`config.mk`:
```
export PLATFORM = sky130hd
export DESIGN_NAME = adc_spi_frame_rx
export DESIGN_NICKNAME = d
export VERILOG_FILES = /design/src/rtl/adc_spi_frame_rx_pkg.sv /design/src/rtl/adc_spi_frame_rx_sync_edge_detect.sv /design/src/rtl/adc_spi_frame_rx.sv
export SDC_FILE = /design/constraint.sdc
export NUM_CORES = 1
export LEC_CHECK = 0
export BUFFER_PORTS_ARGS = -buffer_cell sky130_fd_sc_hd__buf_4
export CAP_MARGIN = 20
export CORE_MARGIN = 4
export CORE_UTILIZATION = 30
export DETAILED_ROUTE_END_ITERATION = 6
export HOLD_SLACK_MARGIN = 0.1
export PLACE_DENSITY = 0.57
export SLEW_MARGIN = 20
export SYNTH_ARGS = -nofsm -noshare
export SYNTH_HDL_FRONTEND = slang
export SYNTH_HIERARCHICAL = 1
export SYNTH_SLANG_ARGS = --single-unit
```
`constraint.sdc`:
```
create_clock -name i_Clock -period 2.5 [get_ports i_Clock]
set_input_delay 0.125 -clock i_Clock [delete_from_list [all_inputs] [get_ports i_Clock]]
set_output_delay 0.125 -clock i_Clock [all_outputs]
set_load 0.1 [all_outputs]
```
`src/rtl/adc_spi_frame_rx_pkg.sv`:
```
// Shared types and constants for the ADC SPI frame receiver.
// Holds the FSM state type, synchroniser depth and counter-width helpers.
package adc_spi_pkg;

  localparam int SYNC_STAGES = 2;

  typedef enum logic [1:0] {
    IDLE  = 2'd0,
    SHIFT = 2'd1,
    FLUSH = 2'd2
  } rx_state_t;

  // Index width for n items, never narrower than one bit.
  function automatic int cnt_width(input int n);
    return (n > 1) ? $clog2(n) : 1;
  endfunction

  // One extra bit so that counting up to n itself cannot wrap to zero.
  function automatic int ch_cnt_width(input int n);
    return $clog2(n) + 1;
  endfunction

endpackage

```
`src/rtl/adc_spi_frame_rx_sync_edge_detect.sv`:
```
// Multi-stage synchroniser for one asynchronous pin, plus one extra
// register that turns the synchronised level into rise/fall pulses.
module sync_edge_detect
  import adc_spi_pkg::*;
#(
  parameter int   STAGES    = SYNC_STAGES,
  parameter logic RESET_VAL = 1'b0
) (
  input  logic clk,
  input  logic rst_n,
  input  logic async_i,
  output logic level_o,
  output logic rise_o,
  output logic fall_o
);

  logic [STAGES-1:0] sync_q;
  logic              prev_q;

  // NOTE: sequential state uses non-blocking assignments so every flop
  // samples the pre-edge value of its neighbour, forming a true shift chain.
  always_ff @(posedge clk or negedge rst_n) begin
    if (!rst_n) begin
      sync_q <= {STAGES{RESET_VAL}};
      prev_q <= RESET_VAL;
    end else begin
      sync_q <= {sync_q[STAGES-2:0], async_i};
      prev_q <= sync_q[STAGES-1];
    end
  end

  assign level_o = sync_q[STAGES-1];
  assign rise_o  = sync_q[STAGES-1] & ~prev_q;
  assign fall_o  = ~sync_q[STAGES-1] & prev_q;

endmodule

```
`src/rtl/adc_spi_frame_rx.sv`:
```
// SPI slave receiver: captures CHANNELS words of DATA_WIDTH bits per CS window
// and commits the whole frame atomically to o_Data.
module adc_spi_frame_rx
  import adc_spi_pkg::*;
#(
  parameter int DATA_WIDTH  = 16,
  parameter int CHANNELS    = 4,
  parameter int SAMPLE_EDGE = 0,
  parameter int MSB_FIRST   = 1
) (
  input  logic                           i_Clock,
  input  logic                           reset_n,
  input  logic                           i_ADC_Data,
  input  logic                           i_ADC_Clock,
  input  logic                           i_ADC_CS,
  output logic [CHANNELS*DATA_WIDTH-1:0] o_Data,
  output logic                           o_Data_Valid,
  output logic                           o_Frame_Error,
  output logic                           o_Busy
);

  localparam int BW = cnt_width(DATA_WIDTH);
  localparam int CW = ch_cnt_width(CHANNELS);
  localparam int IW = cnt_width(CHANNELS);
  localparam logic [BW-1:0] LAST_BIT = BW'(DATA_WIDTH - 1);
  localparam logic [CW-1:0] LAST_CH  = CW'(CHANNELS - 1);

  logic sck_rise, sck_fall, sck_level_unused;
  logic cs_rise, cs_fall, cs_level;
  logic data_level, data_rise_unused, data_fall_unused;
  logic sample;

  sync_edge_detect #(.STAGES(SYNC_STAGES), .RESET_VAL(1'b0)) u_sck_sync (
    .clk(i_Clock), .rst_n(reset_n), .async_i(i_ADC_Clock),
    .level_o(sck_level_unused), .rise_o(sck_rise), .fall_o(sck_fall)
  );

  // CS idles high, so its chain resets high to avoid a false frame start.
  sync_edge_detect #(.STAGES(SYNC_STAGES), .RESET_VAL(1'b1)) u_cs_sync (
    .clk(i_Clock), .rst_n(reset_n), .async_i(i_ADC_CS),
    .level_o(cs_level), .rise_o(cs_rise), .fall_o(cs_fall)
  );

  sync_edge_detect #(.STAGES(SYNC_STAGES), .RESET_VAL(1'b0)) u_data_sync (
    .clk(i_Clock), .rst_n(reset_n), .async_i(i_ADC_Data),
    .level_o(data_level), .rise_o(data_rise_unused), .fall_o(data_fall_unused)
  );

  assign sample = (SAMPLE_EDGE != 0) ? sck_fall : sck_rise;

  rx_state_t                      state_q, state_d;
  logic [BW-1:0]                  bit_cnt_q, bit_cnt_d;
  logic [CW-1:0]                  ch_cnt_q, ch_cnt_d;
  logic [DATA_WIDTH-1:0]          shift_q, shift_d;
  logic                           word_done_q, word_done_d;
  logic                           overrun_q, overrun_d;
  logic [DATA_WIDTH-1:0]          staging_q [CHANNELS];
  logic [DATA_WIDTH-1:0]          staging_d [CHANNELS];
  logic [CHANNELS*DATA_WIDTH-1:0] data_q, data_d;
  logic                           valid_q, valid_d;
  logic                           error_q, error_d;
  logic                           busy_q;

  always_ff @(posedge i_Clock or negedge reset_n) begin
    if (!reset_n) begin
      state_q     <= IDLE;
      bit_cnt_q   <= '0;
      ch_cnt_q    <= '0;
      shift_q     <= '0;
      word_done_q <= 1'b0;
      overrun_q   <= 1'b0;
      // NOTE: the staging array is reset explicitly; it is a handful of
      // registers, not a RAM, and must never leak stale words after reset.
      staging_q   <= '{default: '0};
      data_q      <= '0;
      valid_q     <= 1'b0;
      error_q     <= 1'b0;
      busy_q      <= 1'b0;
    end else begin
      state_q     <= state_d;
      bit_cnt_q   <= bit_cnt_d;
      ch_cnt_q    <= ch_cnt_d;
      shift_q     <= shift_d;
      word_done_q <= word_done_d;
      overrun_q   <= overrun_d;
      staging_q   <= staging_d;
      data_q      <= data_d;
      valid_q     <= valid_d;
      error_q     <= error_d;
      busy_q      <= ~cs_level;
    end
  end

  always_comb begin
    // NOTE: every signal gets a default before the case so no path leaves
    // one unassigned, which would otherwise infer a latch.
    state_d     = state_q;
    bit_cnt_d   = bit_cnt_q;
    ch_cnt_d    = ch_cnt_q;
    shift_d     = shift_q;
    word_done_d = word_done_q;
    overrun_d   = overrun_q;
    staging_d   = staging_q;
    data_d      = data_q;
    valid_d     = 1'b0;
    error_d     = 1'b0;

    unique case (state_q)
      IDLE: begin
        if (cs_fall) begin
          state_d     = SHIFT;
          bit_cnt_d   = '0;
          ch_cnt_d    = '0;
          word_done_d = 1'b0;
          overrun_d   = 1'b0;
        end
      end

      SHIFT: begin
        // CS rise beats any coincident SCK edge; the partial frame is dropped.
        if (cs_rise) begin
          state_d     = IDLE;
          error_d     = 1'b1;
          word_done_d = 1'b0;
        end else begin
          if (word_done_q) begin
            word_done_d                 = 1'b0;
            staging_d[ch_cnt_q[IW-1:0]] = shift_q;
            ch_cnt_d                    = ch_cnt_q + CW'(1);
            if (ch_cnt_q == LAST_CH) begin
              for (int c = 0; c < CHANNELS; c++) begin
                data_d[c*DATA_WIDTH +: DATA_WIDTH] = staging_d[c];
              end
              valid_d = 1'b1;
              state_d = FLUSH;
            end
          end
          if (sample) begin
            if (MSB_FIRST != 0) shift_d = {shift_q[DATA_WIDTH-2:0], data_level};
            else                shift_d = {data_level, shift_q[DATA_WIDTH-1:1]};
            if (bit_cnt_q == LAST_BIT) begin
              bit_cnt_d   = '0;
              word_done_d = 1'b1;
            end else begin
              bit_cnt_d = bit_cnt_q + BW'(1);
            end
          end
        end
      end

      FLUSH: begin
        if (cs_rise) begin
          state_d   = IDLE;
          error_d   = overrun_q;
          overrun_d = 1'b0;
        end else if (sample) begin
          overrun_d = 1'b1;
        end
      end

      default: state_d = IDLE;
    endcase
  end

  assign o_Data        = data_q;
  assign o_Data_Valid  = valid_q;
  assign o_Frame_Error = error_q;
  assign o_Busy        = busy_q;

endmodule
```
Word-level counts from Yosys, hierarchy flattened:

Cells that the tools add are included.

* register bits: 166
* bits of input ports: 5
* output and inout port bits: 67
* logic and storage cells: 88

* $add $sub $neg: 2
* magnitude comparators: 2
* equality and inequality tests: 12
* multiplexer cells: 33
* bitwise operators: 8
* reductions and logical operators: 12

Operator list (number)
* bitwise mux 64 bit: 1
* demux 16 bit (select 2 bit): 1
* 2-to-1 mux 16 bit: 1
* 2-to-1 mux 4 bit: 4
* AND reduction 4 bit: 4
* 2-to-1 mux 1 bit: 12
* 2-to-1 mux 2 bit: 5
* inequality test 2 bit (second input constant): 5
* 2-to-1 mux 3 bit: 3
* inequality test 3 bit (second input constant): 3
* AND reduction 3 bit: 3
* case mux 4 bit (2 select lines): 1
* case mux 1 bit (2 select lines): 3
* case mux 2 bit (3 select lines): 1
* case mux 3 bit (2 select lines): 1
* adder 4 x 1 -> 4 bit (second input constant): 1
* equality test 4 bit (second input constant): 1
* NOT 1 bit: 4
* nonzero test 2 bit: 2
* adder 3 x 1 -> 3 bit (second input constant): 1
* bitwise AND 1 bit: 3
* equality test 3 x 2 -> 1 bit (second input constant): 1
* >= comparator 3 bit (second input constant): 1
* less-than comparator 3 x 1 -> 1 bit (second input constant): 1
* 6 further kinds: 6

Logic depth before layout (Yosys ltp):

Gate-level depths: netlist (run 1).

* depth in word-level cells: 6
* mapped depth: 8
* depth with buffers taken out: 5

Hierarchy:

The synthesis (run 1) kept the hierarchy.

By module, submodules not included
* adc_spi_frame_rx: times used 1, cells each 545, area an instance 6796.5 um2, seq. area each 3953.8 um2
* sync_edge_detect (u_data_sync ...): times used 2, cells each 5, area an instance 90.1 um2, seq. area each 75.1 um2
* sync_edge_detect (u_cs_sync): times used 1, cells each 5, area an instance 93.8 um2, seq. area each 78.8 um2

Worst setup path after synthesis (run 1):

Ideal clock, no wire load.

* kind: reg-to-reg
* start: reg u_cs_sync.sync_q[1]
* end: reg staging_q[21] (netlist bit)
* setup time: 125 ps
* arrival time: 1680 ps
* required time: 2375 ps
* setup slack: 696 ps
* stages on the path, launching flop included: 7
* buffers on the path: 2
* clock period less this slack: 1804 ps
* cells stage by stage: dfstp_2 -> nor2b_1 -> and3b_1 -> buf_6 -> nand2_4 -> buf_6 -> mux2_2

* longest elaborated chain between the ends: 3

RTL lines
* start: declaration: RTL line adc_spi_frame_rx_sync_edge_detect.sv:17 `logic [STAGES-1:0] sync_q;`
* start signal: assignment: RTL line adc_spi_frame_rx_sync_edge_detect.sv:24 `sync_q <= {STAGES{RESET_VAL}};`
* start signal: assignment: RTL line adc_spi_frame_rx_sync_edge_detect.sv:27 `sync_q <= {sync_q[STAGES-2:0], async_i};`
* bitwise AND 1 bit: RTL line adc_spi_frame_rx_sync_edge_detect.sv:33 `assign rise_o = sync_q[STAGES-1] & ~prev_q;`
* net cs_rise: RTL line adc_spi_frame_rx.sv:29 `logic cs_rise, cs_fall, cs_level;`
* NOT 1 bit (no source line)
* AND reduction 3 bit (no source line)
* end signal: assignment: RTL line adc_spi_frame_rx.sv:86 `staging_q <= staging_d;`
* end: declaration: RTL line adc_spi_frame_rx.sv:57 `logic [DATA_WIDTH-1:0] staging_q [CHANNELS];`

The timed path passes the listed nets, and every way through them passes these cells.
A chain may end at the register's enable or synchronous reset.

Worst setup path in the final report (run 1):

* start: reg u_cs_sync.sync_q[1]
* end: reg staging_q[58] (netlist bit)

Same word-level chain as after synthesis.

==> impl_metrics.env, run 1 <==
export IMPL_cp_cell_sequence="nor2b_1 > and3b_1 > nand2_4 > mux2_2"
export IMPL_layout_nets=630
export IMPL_synthCells=556
export IMPL_cellLeakagePower_nw=4.11
export IMPL_cts_htree_levels=4
export IMPL_dieArea_um2=25900
export IMPL_fin_crit_ns=2.01
export IMPL_chipHeight_um=161
export IMPL_tightestPinTransition_ns=0.688
export IMPL_coreArea_um2=22800
export IMPL_clkPwrFrac_pct=44.1
export IMPL_firstDrtPassIters=4
export IMPL_p_int_mw=4.85
export IMPL_antenna_found_initial=0
export IMPL_crit_family="simple AND/OR/NAND/NOR gates"
export IMPL_syn_to_final_growth_pct=21.1
export IMPL_worst_path_max_fanout=16
export IMPL_crit_type="flip-flop to flip-flop"
export IMPL_netlist_area_um2=7020
export IMPL_die_w_um=161
export IMPL_wl_per_cell_um=15.2
export IMPL_post_cts_buffers=0
export IMPL_power_density_nw_per_um2=754
export IMPL_hold_buffers=4
export IMPL_power_switching_mw=1.56
export IMPL_io_pins=72
export IMPL_grt_pass1_vias=4552
export IMPL_final_max_slew_violation_count=0
export IMPL_crit_path_end_kind="flip-flop"
export IMPL_final_core_util_pct=37.2
export IMPL_detailedPlacementHpwl_um=9850
export IMPL_ant_nets=0
export IMPL_slowest_stage="dfstp_2"
export IMPL_nFillCells=2253
export IMPL_cts_buffers_inserted=17
export IMPL_avgSynthCellArea_um2=12.6
export IMPL_maxCapViolCount=0
export IMPL_gp_congestion=0.706
export IMPL_drive_above_1_share_pct=30.5
export IMPL_grt_max_degree=130
export IMPL_final_setup_skew_ns=0.00907
export IMPL_ys_warn_count=6
export IMPL_clock_root_buffer="clkbuf_16"
export IMPL_pwr_share_seq_pct=47.1
export IMPL_worstPathArrival_ns=2.31
export IMPL_io_buffers=71
export IMPL_grt_first_pass_wirelength_um=23800
export IMPL_grt_use_total_pct=11.5
export IMPL_rsz0062_at_grt="no"
export IMPL_cp_required_ns=2.81
export IMPL_postCtsResizedCells=0
export IMPL_slew_headroom_pct=54.1
export IMPL_totalWireLength_um=14300
export IMPL_clockBufferDepth=2
export IMPL_clkTransAtPathRegs_ns=0.06
export IMPL_n_antenna_cell=0
export IMPL_cts_tree="yes"
export IMPL_fmax_ghz=0.498
export IMPL_clkSinkCount=166
export IMPL_drtIter0Drc=235
export IMPL_outcome="completed"
export IMPL_worstSetupStartpointType="flip-flop"
export IMPL_syn_nets=570
export IMPL_combinationalPowerShare_pct=8.8
export IMPL_fin_setup_tns_ns=0
export IMPL_cp_slowest_stage_delay_ns=0.54
export IMPL_setup_violations=0
export IMPL_viasPerCell=4.56
export IMPL_hp_class="primary input to async pin"
export IMPL_rows=55
export IMPL_peakVddDrop_mv=0.467
export IMPL_grt_ovfl_total=0
export IMPL_initial_core_util_pct=30.7
export IMPL_drc=0
export IMPL_finalCritPeriodShare_pct=80.3
export IMPL_hold_violations=0
export IMPL_insertion_delay_ns=0.43
export IMPL_crit_buf_inv=0
export IMPL_vias=4292
export IMPL_swShare_pct=24.3
-- power groups by stage --
stage	clock [mW]	combinational, mW	sequential (mW)
after floorplan	0	0.500	2.92
after global placement	0	0.542	3.07
after detailed placement	0	0.568	3.08
after CTS	2.91	0.574	3.03
after global routing	3.01	0.630	3.05
final	2.83	0.562	3.02
-- layer usage --
layer | up-vias | GRT usage, % | wire (um)
met1 | 2146 | 14.0 | 6220
met2 | 88 | 19.7 | 7140
li1 | 2040 | - | -
met3 | 18 | 3.09 | 698
met5 | - | 0 | 0
met4 | 0 | 4.42 | 251
-- cells in the final DEF, fill, tap and decap left out, drive strengths merged, types with 9 or more instances in the layout --
cell type and n:
mux2 82, mux2i 67, clkbuf 25, o21ai 65, nand2 76, buf 82
inv 9, dfrtp 163, ha 9
-- per-stage QoR --
step | cell area, um2 | cells | worst slack, ns | power (mW) | hold slack, ns
floorplan | 7020 | 556 | 0.696 | 3.42 | -0.171
global placement | 7820 | 906 | 0.524 | 3.61 | 0.187
detailed placement | 7820 | 906 | 0.510 | 3.64 | 0.195
CTS | 8510 | 942 | 0.486 | 6.51 | 0.288
global route | 8510 | 942 | 0.367 | 6.69 | 0.328
finish | 8510 | 942 | 0.493 | 6.41 | 0.265
-- cell type report --
cell class                      instances  area (um2)  share of cell area, %
Multi-Input combinational cell        336        2610                   30.6
Sequential cell                       166        4160                   48.9
Clock inverter                          7         140                   1.65
Tap cell                              313         392                   4.60
Timing Repair Buffer                   86         672                   7.90
Clock buffer                           25         505                   5.94
Inverter                                9        33.8                  0.397
-- worst paths after layout --
check	end	cells after the start	start	slack (ns)
min in group i_Clock	u_sck_sync/sync_q[0]	2	i_ADC_Clock	0.34
setup / recovery	staging_q[58]	4	u_cs_sync/sync_q[1]	0.49
setup reg to reg	staging_q[58]	4	u_cs_sync/sync_q[1]	0.49
hold / removal	bit_cnt_q[0]	2	reset_n	0.26
max in group asynchronous	shift_q[8]	3	reset_n	1.44
hold reg to reg	u_sck_sync/sync_q[1]	0	u_sck_sync/sync_q[0]	0.35
-- state kept, by name (all words and copies together), names as in the netlist --
signal / cells
o_Data_Valid: 1
u_cs_sync/prev_q: 1
overrun_q: 1
u_sck_sync/sync_q: 2
o_Busy: 1
u_data_sync/sync_q: 2
u_cs_sync/sync_q: 2
staging_q: 64
word_done_q: 1
state_q: 2
ch_cnt_q: 3
o_Frame_Error: 1
shift_q: 16
u_sck_sync/prev_q: 1
o_Data: 64
bit_cnt_q: 4
Note: power is estimated with default switching activity, not from simulation.
==> inputs of run 2 (changes only) <==
--- a/config.mk
+++ b/config.mk
@@ -5,6 +5,7 @@
 export SDC_FILE = /design/constraint.sdc
 export NUM_CORES = 1
 export LEC_CHECK = 0
+export ABC_AREA = 1
 export BUFFER_PORTS_ARGS = -buffer_cell sky130_fd_sc_hd__buf_4
 export CAP_MARGIN = 20
 export CORE_MARGIN = 4
==> constraint.sdc (replaced) <==
create_clock -name i_Clock -period 2 [get_ports i_Clock]
set_input_delay 0.1 -clock i_Clock [delete_from_list [all_inputs] [get_ports i_Clock]]
set_output_delay 0.1 -clock i_Clock [all_outputs]
set_load 0.1 [all_outputs]
==> run 2 against run 1 <==
  * Global-route usage is 2.9 points higher
  * Setup slack worse by 0.31 ns
  * Die area is 1.4% higher
  * Power is 35% higher
  * Clock power is 28% higher
  * Sequential power is 21% higher
  * Flip-flop and latch count stayed put
  * Wire length is 28% higher
  * First-iteration DRC count is 98% higher
  * Critical path type unchanged
  * Critical endpoint is now shift_q[13]
==> impl_metrics.env, run 2 <==
export IMPL_worstPathArrival_ns=2.11
export IMPL_power_density_nw_per_um2=976
export IMPL_drc=0
export IMPL_slew_headroom_pct=56.3
export IMPL_holdWs_ns=0.175
export IMPL_vias=5600
export IMPL_hold_violations=0
export IMPL_rr_worst_depth=8
export IMPL_crit_type="flip-flop to flip-flop"
export IMPL_layout_nets=922
export IMPL_outcome="completed"
export IMPL_insertion_delay_ns=0.42
export IMPL_chipHeight_um=162
export IMPL_n_antenna_cell=0
export IMPL_synthCells=827
export IMPL_p_int_mw=6.08
export IMPL_dieArea_um2=26300
export IMPL_syn_nets=841
export IMPL_peakVddDrop_mv=0.472
export IMPL_netlist_area_um2=7120
export IMPL_post_dp_cell_area_um2=8070
export IMPL_gp_congestion=0.748
export IMPL_detailedPlacementHpwl_um=11300
export IMPL_cts_buffers_inserted=17
export IMPL_ant_nets=0
export IMPL_nFillCells=2409
export IMPL_antenna_found_initial=0
export IMPL_clockBufferDepth=2
export IMPL_worstSetupStartpointType="flip-flop"
export IMPL_combinationalPowerShare_pct=16.0
export IMPL_io_buffers=71
export IMPL_ys_warn_count=6
export IMPL_cts_tree="yes"
export IMPL_final_core_util_pct=38.0
export IMPL_io_pins=72
export IMPL_rows=56
export IMPL_layout_common_cells="242 x nand2_1, 210 x o21ai_0, 163 x dfrtp_1"
export IMPL_final_setup_skew_ns=0.0105
export IMPL_totalWireLength_um=18300
export IMPL_grt_use_total_pct=14.5
export IMPL_clkTransAtPathRegs_ns=0.07
export IMPL_finalCritPeriodShare_pct=90.8
export IMPL_grt_first_pass_wirelength_um=30000
export IMPL_design_area_um2=8880
export IMPL_drtIter0Drc=466
export IMPL_setup_violations=0
export IMPL_die_w_um=162
export IMPL_swShare_pct=29.8
export IMPL_final_common_cell="nand2_1"
export IMPL_worst_path_max_fanout=63
export IMPL_initial_core_util_pct=30.4
export IMPL_maxCapViolCount=0
export IMPL_rsz0062_at_grt="no"
export IMPL_coreArea_um2=23400
export IMPL_avgSynthCellArea_um2=8.61
export IMPL_fmax_ghz=0.551
export IMPL_grt_ovfl_total=0
export IMPL_cellLeakagePower_nw=4.15
export IMPL_grt_pass1_vias=5594
export IMPL_crit_path_end_kind="flip-flop"
export IMPL_clock_root_buffer="clkbuf_16"
export IMPL_power_switching_mw=2.59
export IMPL_post_place_cells=1194
export IMPL_tightestPinTransition_ns=0.655
export IMPL_clkPwrFrac_pct=41.9
export IMPL_final_max_slew_violation_count=0
export IMPL_cts_htree_levels=4
export IMPL_viasPerCell=4.52
export IMPL_fin_cells=1240
export IMPL_grt_max_degree=64
export IMPL_pwr_share_seq_pct=42.0
export IMPL_hp_class="primary input to async pin"
export IMPL_firstDrtPassIters=5
export IMPL_drive_above_1_share_pct=16.2
export IMPL_cp_required_ns=2.30
export IMPL_syn_to_final_growth_pct=24.7
export IMPL_fin_crit_ns=1.82
export IMPL_clkSinkCount=166
export IMPL_wl_per_cell_um=14.8
[run 2: repair_timing]
action                                  4_1_cts  5_1_grt
resized for setup                             2        4
pin swaps                                     2        2
hold endpoints to repair                    166        0
endpoints found under the setup margin      109       67
buffers inserted                              0        7
hold buffers                                  4        0
cloned                                        3        0
[run 2: critical path, stage by stage, from the launching register on]
cell	delay, ns
dfstp_2	0.53
inv_1	0.03
nor2_1	0.14
inv_2	0.07
nand2_4	0.14
buf_12	0.30
nor2_4	0.12
inv_2	0.22
o21ai_0	0.12
[run 2: worst paths after layout]
| check | end | startpoint | slack (ns) |
|---|---|---|---|
| worst max-delay path | shift_q[13] | u_cs_sync/sync_q[1] | 0.18 |
| worst min-delay path | o_Data[23] | reset_n | 0.17 |
| worst max register to register | shift_q[13] | u_cs_sync/sync_q[1] | 0.18 |
| worst min register to register | u_data_sync/sync_q[1] | u_data_sync/sync_q[0] | 0.35 |
| max in group asynchronous | o_Data[61] | reset_n | 1.14 |
| min in group i_Clock | u_sck_sync/sync_q[0] | i_ADC_Clock | 0.32 |
[run 2: area by class of cell]
type | instances | area [um2] | area share [%]
clock buffers | 18 | 429 | 4.83
clock inverters | 14 | 224 | 2.52
inverters | 88 | 330 | 3.72
multi-input cells | 531 | 2460 | 27.7
flip-flops and latches | 166 | 4160 | 46.8
well taps | 319 | 399 | 4.49
repair buffers | 104 | 886 | 9.97
[run 2: through the flow]
stage | TNS [ns] | power, mW | setup WS [ns]
finish | 0 | 8.67 | 0.184
detailed placement | -8.04 | 5.04 | -0.265
floorplan | 0 | 4.58 | 0.421
global placement | -5.89 | 5.03 | -0.205
global route | 0 | 9.08 | 0.0113
CTS | 0 | 8.72 | 0.0355
[run 2: power groups by stage]
stage | logic, mW | registers, mW | clock network (mW)
after global routing | 1.58 | 3.66 | 3.84
after detailed placement | 1.33 | 3.71 | 0
final | 1.39 | 3.64 | 3.63
after floorplan | 0.918 | 3.66 | 0
after CTS | 1.38 | 3.64 | 3.70
after global placement | 1.32 | 3.70 | 0
[run 2: layer usage]
layer	global-route usage (%)	wire [um]	up-vias
li1	-	-	2817
met1	19.5	8320	2632
met2	23.5	8630	138
met3	3.55	1170	13
met4	3.88	177	0
met5	0	0	-
==> inputs of run 3 (changes only) <==
--- a/config.mk
+++ b/config.mk
@@ -12,7 +12,7 @@
 export CORE_UTILIZATION = 30
 export DETAILED_ROUTE_END_ITERATION = 6
 export HOLD_SLACK_MARGIN = 0.1
-export PLACE_DENSITY = 0.57
+export PLACE_DENSITY_LB_ADDON = 0.15
 export SLEW_MARGIN = 20
 export SYNTH_ARGS = -nofsm -noshare
 export SYNTH_HDL_FRONTEND = slang
==> constraint.sdc (replaced) <==
create_clock -name i_Clock -period 1.55 [get_ports i_Clock]
set_input_delay 0.0775 -clock i_Clock [delete_from_list [all_inputs] [get_ports i_Clock]]
set_output_delay 0.0775 -clock i_Clock [all_outputs]
set_load 0.1 [all_outputs]
==> run 3 against run 2 <==
  * Core utilization grew 3.1 points
  * Clock skew barely moved
  * Critical path depth is the same
  * Flip-flop and latch count unchanged
  * Largest cell class unchanged
  * Setup slack got worse by 0.17 ns
  * Clock power grew 26%
  * Wire length grew 13%
  * Cell count increased by 2.3%
==> impl_metrics.env, run 3 (synthesis results as in run 2) <==
export IMPL_hp_class="primary input to async pin"
export IMPL_tightestPinTransition_ns=0.440
export IMPL_clock_root_buffer="clkbuf_16"
export IMPL_grt_ovfl_total=0
export IMPL_finalCritPeriodShare_pct=98.8
export IMPL_setup_violations=0
export IMPL_final_common_cell="nand2_1"
export IMPL_n_antenna_cell=0
export IMPL_io_pins=72
export IMPL_grt_max_degree=65
export IMPL_detailedPlacementHpwl_um=11900
export IMPL_viasPerCell=4.58
export IMPL_pwr_share_seq_pct=38.3
export IMPL_firstDrtPassIters=5
export IMPL_antenna_found_initial=0
export IMPL_die_w_um=162
export IMPL_wl_per_cell_um=16.3
export IMPL_initial_core_util_pct=30.4
export IMPL_insertion_delay_ns=0.43
export IMPL_coreArea_um2=23400
export IMPL_fin_crit_ns=1.53
export IMPL_drive_above_1_share_pct=23.1
export IMPL_grt_pass1_vias=5599
export IMPL_vias=5818
export IMPL_routed_wl_met2_um=9770
export IMPL_clkSinkCount=166
export IMPL_syn_to_final_growth_pct=34.9
export IMPL_clockBufferDepth=2
export IMPL_final_max_slew_violation_count=0
export IMPL_rows=56
export IMPL_combinationalPowerShare_pct=24.5
export IMPL_crit_path_end_kind="flip-flop"
export IMPL_hold_violations=0
export IMPL_cp_required_ns=1.90
export IMPL_worst_path_max_fanout=7
export IMPL_chipHeight_um=162
export IMPL_maxCapViolCount=0
export IMPL_met1_length_um=10100
export IMPL_io_buffers=71
export IMPL_cts_buffers_inserted=17
export IMPL_drc=0
export IMPL_cts_htree_levels=4
export IMPL_finalPower_mw=12.3
export IMPL_dr_wl_met3_um=701
export IMPL_cp_depth=8
export IMPL_post_dp_cell_area_um2=8270
export IMPL_p_int_mw=8.53
export IMPL_ant_nets=0
export IMPL_outcome="completed"
export IMPL_fmax_ghz=0.653
export IMPL_layout_nets=952
export IMPL_worstSetupStartpointType="flip-flop"
export IMPL_drtIter0Drc=363
export IMPL_power_switching_mw=3.79
export IMPL_dieArea_um2=26300
export IMPL_gp_congestion=0.746
export IMPL_grt_use_total_pct=15.2
export IMPL_crit_buf_inv=3
export IMPL_swShare_pct=30.7
export IMPL_worstPathArrival_ns=1.88
export IMPL_crit_family="flip-flops"
export IMPL_clkPwrFrac_pct=37.2
export IMPL_nFillCells=2379
export IMPL_rr_worst_depth=8
export IMPL_slowest_stage="dfstp_2"
export IMPL_cellLeakagePower_nw=4.48
export IMPL_peakVddDrop_mv=0.708
export IMPL_slew_headroom_pct=70.7
export IMPL_fin_ws_ns=0.0190
export IMPL_highest_layer="met4"
export IMPL_power_density_nw_per_um2=1280
export IMPL_place_ws_ns=-0.127
export IMPL_final_setup_skew_ns=0.0103
export IMPL_layout_common_cells="232 x nand2_1, 163 x dfrtp_1, 119 x o21ai_0"
export IMPL_crit_type="flip-flop to flip-flop"
export IMPL_cts_tree="yes"
export IMPL_grt_first_pass_wirelength_um=31400
export IMPL_cp_slowest_stage_delay_ns=0.54
export IMPL_rsz0062_at_grt="yes"
export IMPL_design_area_um2=9610
export IMPL_clkTransAtPathRegs_ns=0.07
export IMPL_totalWireLength_um=20700
export IMPL_fin_setup_tns_ns=0
export IMPL_cp_cell_sequence="nor2_2 > inv_2 > nand2_4 > nor2_4 > buf_6 > buf_12 > nand2_1 > o21ai_0"
==> run 3: cell types whose count changed in the layout (fill, tap and decap cells not counted), sizes merged <==
cell / previous run / this run
inv: 91 / 88
buf: 100 / 124
nor2: 22 / 20
clkbuf: 18 / 28
clkinvlp: 3 / 4
bufinv: 5 / 4
==> run 3: stage by stage <==
stage	cells	util (%)	hold slack, ns
2_1_floorplan	827	-	-0.218
3_3_place_gp	1208	35.4	0.0421
3_5_place_dp	1208	35.4	0.0398
4_1_cts	1250	38.8	0.155
5_1_grt	1269	41.1	0.167
6_report	1269	41.1	0.142
==> run 3: path summary, 6_finish.rpt <==
kind	start	to	slack [ns]
worst min-delay path	reset_n	o_Data[51]	0.14
worst max-delay path	u_cs_sync/prev_q	o_Data[6]	0.02
min in group i_Clock	i_ADC_Data	u_data_sync/sync_q[0]	0.30
worst max register to register	u_cs_sync/prev_q	o_Data[6]	0.02
worst min register to register	u_data_sync/sync_q[0]	u_data_sync/sync_q[1]	0.35
max in group asynchronous	reset_n	o_Data[9]	0.73
==> run 3: area by class of cell <==
type,instances,area [um2],share of cell area (%)
sequential,166,4160,43.3
timing repair buffer,136,1440,15.0
multi-input combinational,529,2640,27.5
tap,319,399,4.15
clock inverter,11,174,1.81
clock buffer,20,457,4.75
inverter,88,337,3.50
==> run 3: power by group through the flow <==
| stage | clock [mW] | sequential [mW] | combinational, mW |
|---|---|---|---|
| detailed placement | 0 | 4.79 | 2.19 |
| global placement | 0 | 4.78 | 2.19 |
| finish | 4.59 | 4.71 | 3.02 |
| global route | 4.89 | 4.74 | 3.29 |
| CTS | 4.69 | 4.70 | 2.27 |
| floorplan | 0 | 4.72 | 1.19 |
==> run 3: routing by layer <==
layer / track usage [%] / vias up
li1: - / 2889
met1: 21.1 / 2820
met2: 24.3 / 101
met3: 3.17 / 8
met4: 3.81 / 0
met5: 0 / -
==> run 3: timing repair <==
item                                    CTS  global route
hold buffers                              4             0
gates resized for setup                  20           140
cloned                                    3             9
setup buffers                             4            10
endpoints found under the setup margin   51           128
hold endpoints to repair                169             0
pin swaps                                 5             9
